[config.mk]
export PLATFORM = sky130hd
export DESIGN_NAME = div_arbiter
export DESIGN_NICKNAME = d
export VERILOG_FILES = /design/src/rtl/div_arbiter.sv
export SDC_FILE = /design/constraint.sdc
export NUM_CORES = 1
export LEC_CHECK = 0
export CAP_MARGIN = 20
export CORE_MARGIN = 4
export CORE_UTILIZATION = 38
export CTS_CLUSTER_SIZE = 20
export DETAILED_ROUTE_END_ITERATION = 8
export MAX_ROUTING_LAYER = met4
export PLACE_DENSITY = 0.81
export RECOVER_POWER = 50
export SLEW_MARGIN = 10
export SYNTH_ARGS = -nofsm -noshare
export SYNTH_HDL_FRONTEND = slang
export SYNTH_SLANG_ARGS = --single-unit
export TNS_END_PERCENT = 20
[constraint.sdc]
create_clock -name clk -period 3.2 [get_ports clk]
set_input_delay 0.8 -clock clk [delete_from_list [all_inputs] [get_ports clk]]
set_output_delay 0.8 -clock clk [all_outputs]
set_load 0.1 [all_outputs]
[src/rtl/div_arbiter.sv]
// Round-robin front end that lets NUM_REQ requesters share one fixed-point divider.
// Divide-by-zero requests are answered locally and never start the divider.
module div_arbiter #(
    parameter int N       = 22,
    parameter int Q       = 10,
    parameter int NUM_REQ = 4
) (
    input  logic                 clk,
    input  logic                 rst_n,
    input  logic [NUM_REQ-1:0]   req_valid,
    output logic [NUM_REQ-1:0]   req_ready,
    input  logic [NUM_REQ*N-1:0] req_dividend,
    input  logic [NUM_REQ*N-1:0] req_divisor,
    output logic [NUM_REQ-1:0]   rsp_valid,
    output logic [N-1:0]         rsp_q,
    output logic                 rsp_dbz,
    output logic                 rsp_overflow,
    output logic                 div_start,
    output logic [N-1:0]         div_dividend,
    output logic [N-1:0]         div_divisor,
    input  logic                 div_busy,
    input  logic                 div_done,
    input  logic                 div_overflow,
    input  logic [N-1:0]         div_q
);
    localparam int IDX_W = (NUM_REQ > 1) ? $clog2(NUM_REQ) : 1;

    typedef enum logic [2:0] {IDLE, ISSUE, WAIT_BUSY, WAIT_DONE, RESP} state_t;

    state_t           state;
    logic [IDX_W-1:0] last_grant;
    logic [IDX_W-1:0] owner;
    logic [IDX_W-1:0] grant_idx;
    logic [IDX_W-1:0] cand_idx;
    logic             grant_hit;
    int unsigned      cand;
    logic [N-1:0]     sel_dividend;
    logic [N-1:0]     sel_divisor;

    if (Q < 0 || Q >= N) begin : g_bad_q
        $error("div_arbiter: Q must lie in [0, N-1]");
    end

    // Scan starts one past the last winner so every requester gets a turn.
    always_comb begin
        grant_hit = 1'b0;
        grant_idx = '0;
        cand      = 0;
        cand_idx  = '0;
        for (int k = 0; k < NUM_REQ; k++) begin
            cand     = (32'(last_grant) + 32'(k) + 32'd1) % 32'(NUM_REQ);
            cand_idx = IDX_W'(cand);
            if (!grant_hit && req_valid[cand_idx]) begin
                grant_hit = 1'b1;
                grant_idx = cand_idx;
            end
        end
    end

    always_comb begin
        req_ready = '0;
        if (rst_n && state == IDLE && grant_hit)
            req_ready[grant_idx] = 1'b1;
    end

    assign sel_dividend = req_dividend[grant_idx*N +: N];
    assign sel_divisor  = req_divisor[grant_idx*N +: N];

    always_ff @(posedge clk or negedge rst_n) begin
        if (!rst_n) begin
            state        <= IDLE;
            last_grant   <= IDX_W'(NUM_REQ - 1);
            owner        <= '0;
            rsp_valid    <= '0;
            rsp_q        <= '0;
            rsp_dbz      <= 1'b0;
            rsp_overflow <= 1'b0;
            div_start    <= 1'b0;
            div_dividend <= '0;
            div_divisor  <= '0;
        end else begin
            div_start <= 1'b0;
            rsp_valid <= '0;
            case (state)
                IDLE: begin
                    if (grant_hit) begin
                        div_dividend <= sel_dividend;
                        div_divisor  <= sel_divisor;
                        last_grant   <= grant_idx;
                        owner        <= grant_idx;
                        // Registered start lands in the ISSUE cycle itself.
                        div_start    <= (sel_divisor != '0);
                        state        <= ISSUE;
                    end
                end
                ISSUE: begin
                    if (div_divisor == '0) begin
                        rsp_q            <= '0;
                        rsp_dbz          <= 1'b1;
                        rsp_overflow     <= 1'b0;
                        rsp_valid[owner] <= 1'b1;
                        state            <= RESP;
                    end else begin
                        state <= WAIT_BUSY;
                    end
                end
                WAIT_BUSY: begin
                    // div_done may still be high from the previous operation.
                    if (div_busy)
                        state <= WAIT_DONE;
                end
                WAIT_DONE: begin
                    if (div_done) begin
                        rsp_q            <= div_q;
                        rsp_overflow     <= div_overflow;
                        rsp_dbz          <= 1'b0;
                        rsp_valid[owner] <= 1'b1;
                        state            <= RESP;
                    end
                end
                RESP: begin
                    state <= IDLE;
                end
                default: begin
                    state <= IDLE;
                end
            endcase
        end
    end
endmodule

==> flow_summary.ini, run 1 <==
[global_route]
antenna_found_initial = 0
grt_pass1_wl_um = 28600
grt_start_max_net_pins = 71
grt_pass1_vias = 5623
grt-ovfl-total = 0
grt.total_usage_pct = 26.1

[setup_path]
reg2reg_from = last_grant[1]
reg2regPathDepth = 8
cp-end-kind = primary output
crit_fanout = 7
ff2ff_setup_slack_ns = 0.59
arrival_ns = 2.34
critPathLaunchType = input pin
cp.required_ns = 2.40
slowest_stage = clkdlybuf4s50_1
critPathKind = input pin to primary output
r2r-end = div_start
path_cells = clkdlybuf4s50_1 > nor2_1 > a21oi_2 > nand2_2 > nand3_2 > nor2_4 > buf_12
critPathMaxStageDelay_ns = 0.54

[logic_synthesis]
synthArstFlopShare_pct = 100
yosysWarnings = 0
synth_cell_types = 39
synth_cells = 639
ys_seq_area_share_pct = 42.4
yosysTopAreaCell = dfrtp_1
netlist_top_cells_area = dfrtp_1 41%, nand2_1 20%, o21ai_0 8.7%
netlist.area_leader.share_pct = 41.3
ys.flop_type = dfrtp_1
synth_edf_count = 0
synth_seq_cells = 80
synthesis.area_um2 = 4730
syn_nets = 846
syn_area_per_cell_um2 = 7.40

[drt]
vias_per_cell = 5.14
vias = 5644
drc_errors = 0
drt_iter0_markers = 462
drt_pass1_iterations = 5
drt-total-wl_um = 18700
wl_per_cell_um = 17.1
antenna_left = 0

[finish]
area_growth_pct = 70.5
drive_above_1_share_pct = 13.8
fin_cells = 1097
n_antenna_cell = 0
layout_commonest_cell = nand2_1
final_nets = 1131
fillers = 1114
final_cell_mix = 249 x nand2_1, 202 x clkdlybuf4s50_1, 82 x o21ai_0

[sta]
slew_headroom_pct = 11.4
finalHoldViolCount = 0
max_freq_mhz = 319
setup_slack_ns = 0.0614
setup_tns_ns = 0
period_needed_ns = 3.14
finalCritPeriodShare_pct = 98.1
fin_hold_ws_ns = 0.377
fin_skew_ns = 0.0103
setup_violations = 0
worstMarginPinSlew_ns = 1.33
grt_setup_unrepaired = no
finalMaxSlewViolations = 0

[place]
dp_hpwl_um = 14700
dp_cells = 1081
gp_congestion = 1.04
preCtsSetupSlack_ns = -0.205
portBuffers = 283

[power]
power_leakage_nw = 3.54
power_per_cell_area_nw_per_um2 = 1230
finalPower_w = 0.00993
max-vdd-ir-drop_mv = 0.610

[outcome]
outcome = finished, final reports clean

[floorplanning]
die_h_um = 120
core_um2 = 12100
dieArea_um2 = 14300
num_rows = 40
die_w_um = 120
io_pins = 284
initial_core_util_pct = 39.0

[clock_tree]
cts_tree = built
insertion_delay_ns = 0.34
path_clk_slew_ns = 0.06
clock_sinks = 80
holdBufCountCts = 0
cts_buffer_depth = 2
clock_tree.root_cell = clkbuf_16
cts_buffers = 9
cts_max_level = 3

[run]
maxCapViolations = 0

[worst_hold_path]
holdCritPathClass = input pin to asynchronous set/reset pin
-- power by group --
| group | internal (W) | switching, W | total (W) |
|---|---|---|---|
| Combinational | 0.00172 | 0.00521 | 0.00693 |
| Sequential | 0.00152 | 0.000345 | 0.00186 |
| Clock | 0.000695 | 0.000444 | 0.00114 |
| Total | 0.00393 | 0.00600 | 0.00993 |
-- flip-flops by register name, summed over array words and instances (netlist names) --
signal	cells
rsp_dbz	1
div_dividend	22
div_start	1
rsp_valid	4
last_grant	2
div_divisor	22
rsp_q	22
state	3
rsp_overflow	1
owner	2
-- cell usage after synthesis, drive strengths merged, types with 2 or more instances --
master  number
a211oi       6
a21oi        4
a22o         2
a31o         2
a31oi        4
a32oi       32
and3         7
buf         12
clkbuf      43
dfrtp       78
dfstp        2
mux2         5
nand2      251
nand3       62
nand4        2
nor2        11
nor2b        4
nor3         2
nor3b        3
nor4        10
o21ai       82
or4          2
-- per-stage QoR --
step / instance area, µm² / util (%)
floorplan: 4800 / -
global placement: 7860 / 64.9
detailed placement: 7860 / 64.9
CTS: 8200 / 67.7
global route: 8060 / 66.5
finish: 8060 / 66.5
-- worst max-delay path by stage --
stage / startpoint / to / cells past startpoint
4_1_cts: req_valid[2] / req_ready[1] / 7
5_1_grt: req_valid[2] / req_ready[1] / 7
2_1_floorplan: req_valid[3] / req_ready[0] / 8
3_5_place_dp: req_valid[3] / div_start / 9
3_3_place_gp: req_valid[1] / div_start / 9
6_report: req_valid[2] / req_ready[1] / 7
-- final cells by class --
cell class | count | area (µm²) | share of cell area, %
well taps | 168 | 210 | 2.61
flip-flops and latches | 80 | 2000 | 24.9
repair buffers | 329 | 2940 | 36.5
clock inverters | 7 | 103 | 1.27
inverters | 1 | 3.75 | 0.0466
clock buffers | 9 | 225 | 2.80
multi-input cells | 503 | 2570 | 31.9
-- layer usage --
| layer | vias up | track usage, % | share of wire (%) |
|---|---|---|---|
| li1 | 2780 | - | - |
| met1 | 2574 | 31.7 | 41 |
| met2 | 253 | 43.7 | 49 |
| met3 | 37 | 4.29 | 6.9 |
| met4 | 0 | 9.88 | 3.1 |
| met5 | - | - | 0 |
-- cells by family after synthesis --
logic type / synth area share, %
muxes: 1.48
DFF: 42.4
AOI/OAI and AO/OA: 19.0
and+or+nand+nor: 32.1
buffers and inverters: 5.11
-- what timing repair did --
action,in CTS,in global routing
setup endpoints to repair,4,1
pin swaps,0,0
resized for setup,8,1
buffers inserted,0,0
-- critical path: cells and delay by family --
| kind | cells | cell delay [ns] |
|---|---|---|
| AND/OR/NAND/NOR | 4 | 0.52 |
| AO/OA/AOI/OAI | 1 | 0.31 |
| buffers and inverters | 2 | 0.70 |
Note: power is estimated with default switching activity, not from simulation.
==> run 2: changes to the inputs <==
--- a/config.mk
+++ b/config.mk
@@ -5,14 +5,16 @@
 export SDC_FILE = /design/constraint.sdc
 export NUM_CORES = 1
 export LEC_CHECK = 0
+export ABC_AREA = 1
 export CAP_MARGIN = 20
 export CORE_MARGIN = 4
-export CORE_UTILIZATION = 38
+export CORE_UTILIZATION = 39
 export CTS_CLUSTER_SIZE = 20
 export DETAILED_ROUTE_END_ITERATION = 8
 export MAX_ROUTING_LAYER = met4
-export PLACE_DENSITY = 0.81
+export PLACE_DENSITY = 0.82
 export RECOVER_POWER = 50
+export SETUP_SLACK_MARGIN = 0.3
 export SLEW_MARGIN = 10
 export SYNTH_ARGS = -nofsm -noshare
 export SYNTH_HDL_FRONTEND = slang
==> flow_summary.ini, run 2 <==
[logic_synthesis]
synthArstFlopShare_pct = 100
synth_edf_count = 0
syn_area_per_cell_um2 = 6.64
yosysWarnings = 0
synth_cells = 736
synth_cell_types = 30
yosys.cell_count.top_type = nand2_1
netlist.area_leader.share_pct = 39.9
ys_seq_area_share_pct = 41.0
synth_seq_cells = 80
synthesis.area_um2 = 4890
yosysTopAreaCell = dfrtp_1
ys.flop_type = dfrtp_1
netlist_top_cells_area = dfrtp_1 40%, nand2_1 30%, nand3_1 6.4%
syn_nets = 943
yosys-top-cells-count = 385 x nand2_1, 78 x dfrtp_1, 63 x nand3_1

[finish]
fillers = 1031
final_core_util_pct = 69.9
final_cell_mix = 358 x nand2_1, 201 x clkdlybuf4s50_1, 90 x buf_4
drive_above_1_share_pct = 17.7
area_growth_pct = 74.0
top_regs = div_dividend x22, div_divisor x22, rsp_q x22
n_antenna_cell = 0
layout_commonest_cell = nand2_1
final_nets = 1258

[floorplanning]
io_pins = 284
initial_core_util_pct = 40.2
die_w_um = 120
die_h_um = 120
num_rows = 40
core_um2 = 12200
dieArea_um2 = 14400

[clock_tree]
clock_sinks = 80
cts_tree = built
holdBufCountCts = 0
clock_tree.root_cell = clkbuf_16
cts_buffer_depth = 2
cts_buffers = 9
path_clk_slew_ns = 0.07
insertion_delay_ns = 0.33
cts_max_level = 3

[sta]
finalCritPeriodShare_pct = 99.6
fin_skew_ns = 0.0121
grt_setup_unrepaired = yes
period_needed_ns = 3.19
setup_violations = 0
max_freq_mhz = 314
finalMaxSlewViolations = 31
worstMarginPinSlew_ns = 1.66
finalHoldViolCount = 0
slew_headroom_pct = -10.5

[worst_hold_path]
hold_depth = 1
hold_start = owner[1]
holdCritPathClass = flip-flop to flip-flop
hold_end = rsp_valid[0]

[global_route]
grt-ovfl-total = 0
antenna_found_initial = 0
grt_pass1_wl_um = 29500
grt.total_usage_pct = 26.1
grt_pass1_vias = 5937
grt_start_max_net_pins = 76

[setup_path]
critPathLaunchType = flip-flop
crit_fanout = 5
arrival_ns = 2.39
ff2ff_setup_slack_ns = 0.38
cp-end-kind = primary output
critPathKind = flip-flop to primary output
reg2reg_from = last_grant[0]
cp.required_ns = 2.40
r2r-end = div_dividend[1]
reg2regPathDepth = 18

[run]
maxCapViolations = 1

[drt]
wl_met1_um = 7560
wl_per_cell_um = 15.8
drt_pass1_iterations = 6
wl_met3_um = 1610
drc_errors = 0
antenna_left = 0
dr_wl_met2_um = 9840
drt_iter0_markers = 678
vias = 6100
top_layer = met4
drt-total-wl_um = 19300
vias_per_cell = 4.98

[place]
gp_congestion = 0.908
dp_hpwl_um = 14100
portBuffers = 283

[outcome]
outcome = finished with violations
violations = max-capacitance violations, max-slew violations
run 2: per-layer routing:
| metal | track usage (%) | vias to the layer above |
|---|---|---|
| met2 | 44.3 | 277 |
| met4 | 7.02 | 0 |
| li1 | - | 2985 |
| met3 | 5.09 | 26 |
| met1 | 32.1 | 2812 |
| met5 | - | - |
run 2: logic make-up after synthesis:
family / count (synthesis) / share of synthesized area, %
AND/OR/NAND/NOR: 526 / 44.9
flip-flops: 80 / 41.0
buffers and inverters: 77 / 7.11
AO/OA/AOI/OAI: 53 / 6.96
run 2: critical path, stage by stage (launching register included):
cell and delay (ns):
dfstp_2 0.61, buf_6 0.12, buf_6 0.09, nand2_2 0.05, nand2_2 0.10, nand2_4 0.06, nand2_4 0.07, a21oi_4 0.05
buf_6 0.12, nand3_4 0.11, nand2_4 0.08, inv_4 0.08, nand2_8 0.07, nor3_4 0.23, buf_12 0.20
run 2: cell type report:
class	instances	area (µm²)	area share (%)
tap	168	210	2.47
timing repair buffer	345	3080	36.2
inverter	36	143	1.68
clock buffer	10	239	2.81
sequential	80	2000	23.6
clock inverter	6	72.6	0.853
multi-input combinational	579	2760	32.4
run 2: through the flow:
stage               setup slack (ns)  instances  cell area [µm²]  hold slack (ns)  TNS (ns)
floorplan                    -0.0771        736             4980            0.434    -0.196
global placement              -0.191       1186             7960            0.446    -0.531
detailed placement            -0.245       1186             7960            0.458    -0.782
CTS                            0.119       1218             8480            0.464         0
global route                 -0.0566       1224             8510            0.489    -0.183
finish                        0.0118       1224             8510            0.471         0
run 2: timing repair:
item | in CTS | in global routing
cloned | 0 | 0
gates resized for setup | 32 | 34
endpoints found under the hold margin | 0 | 0
buffers inserted | 16 | 6
pin swaps | 20 | 43
setup endpoints to repair | 6 | 28
run 2: worst max-delay path by stage:
stage / start / endpoint / slack (ns)
3_3_place_gp: req_valid[1] / req_ready[0] / -0.19
2_1_floorplan: req_valid[2] / req_ready[1] / -0.08
4_1_cts: last_grant[0] / req_ready[3] / 0.12
5_1_grt: last_grant[0] / req_ready[1] / -0.06
6_report: last_grant[0] / req_ready[1] / 0.01
3_5_place_dp: req_valid[0] / req_ready[0] / -0.24
Power of run 2 is not shown: default switching activity piles up to over one toggle a cycle in this logic, so the estimate is an artifact.
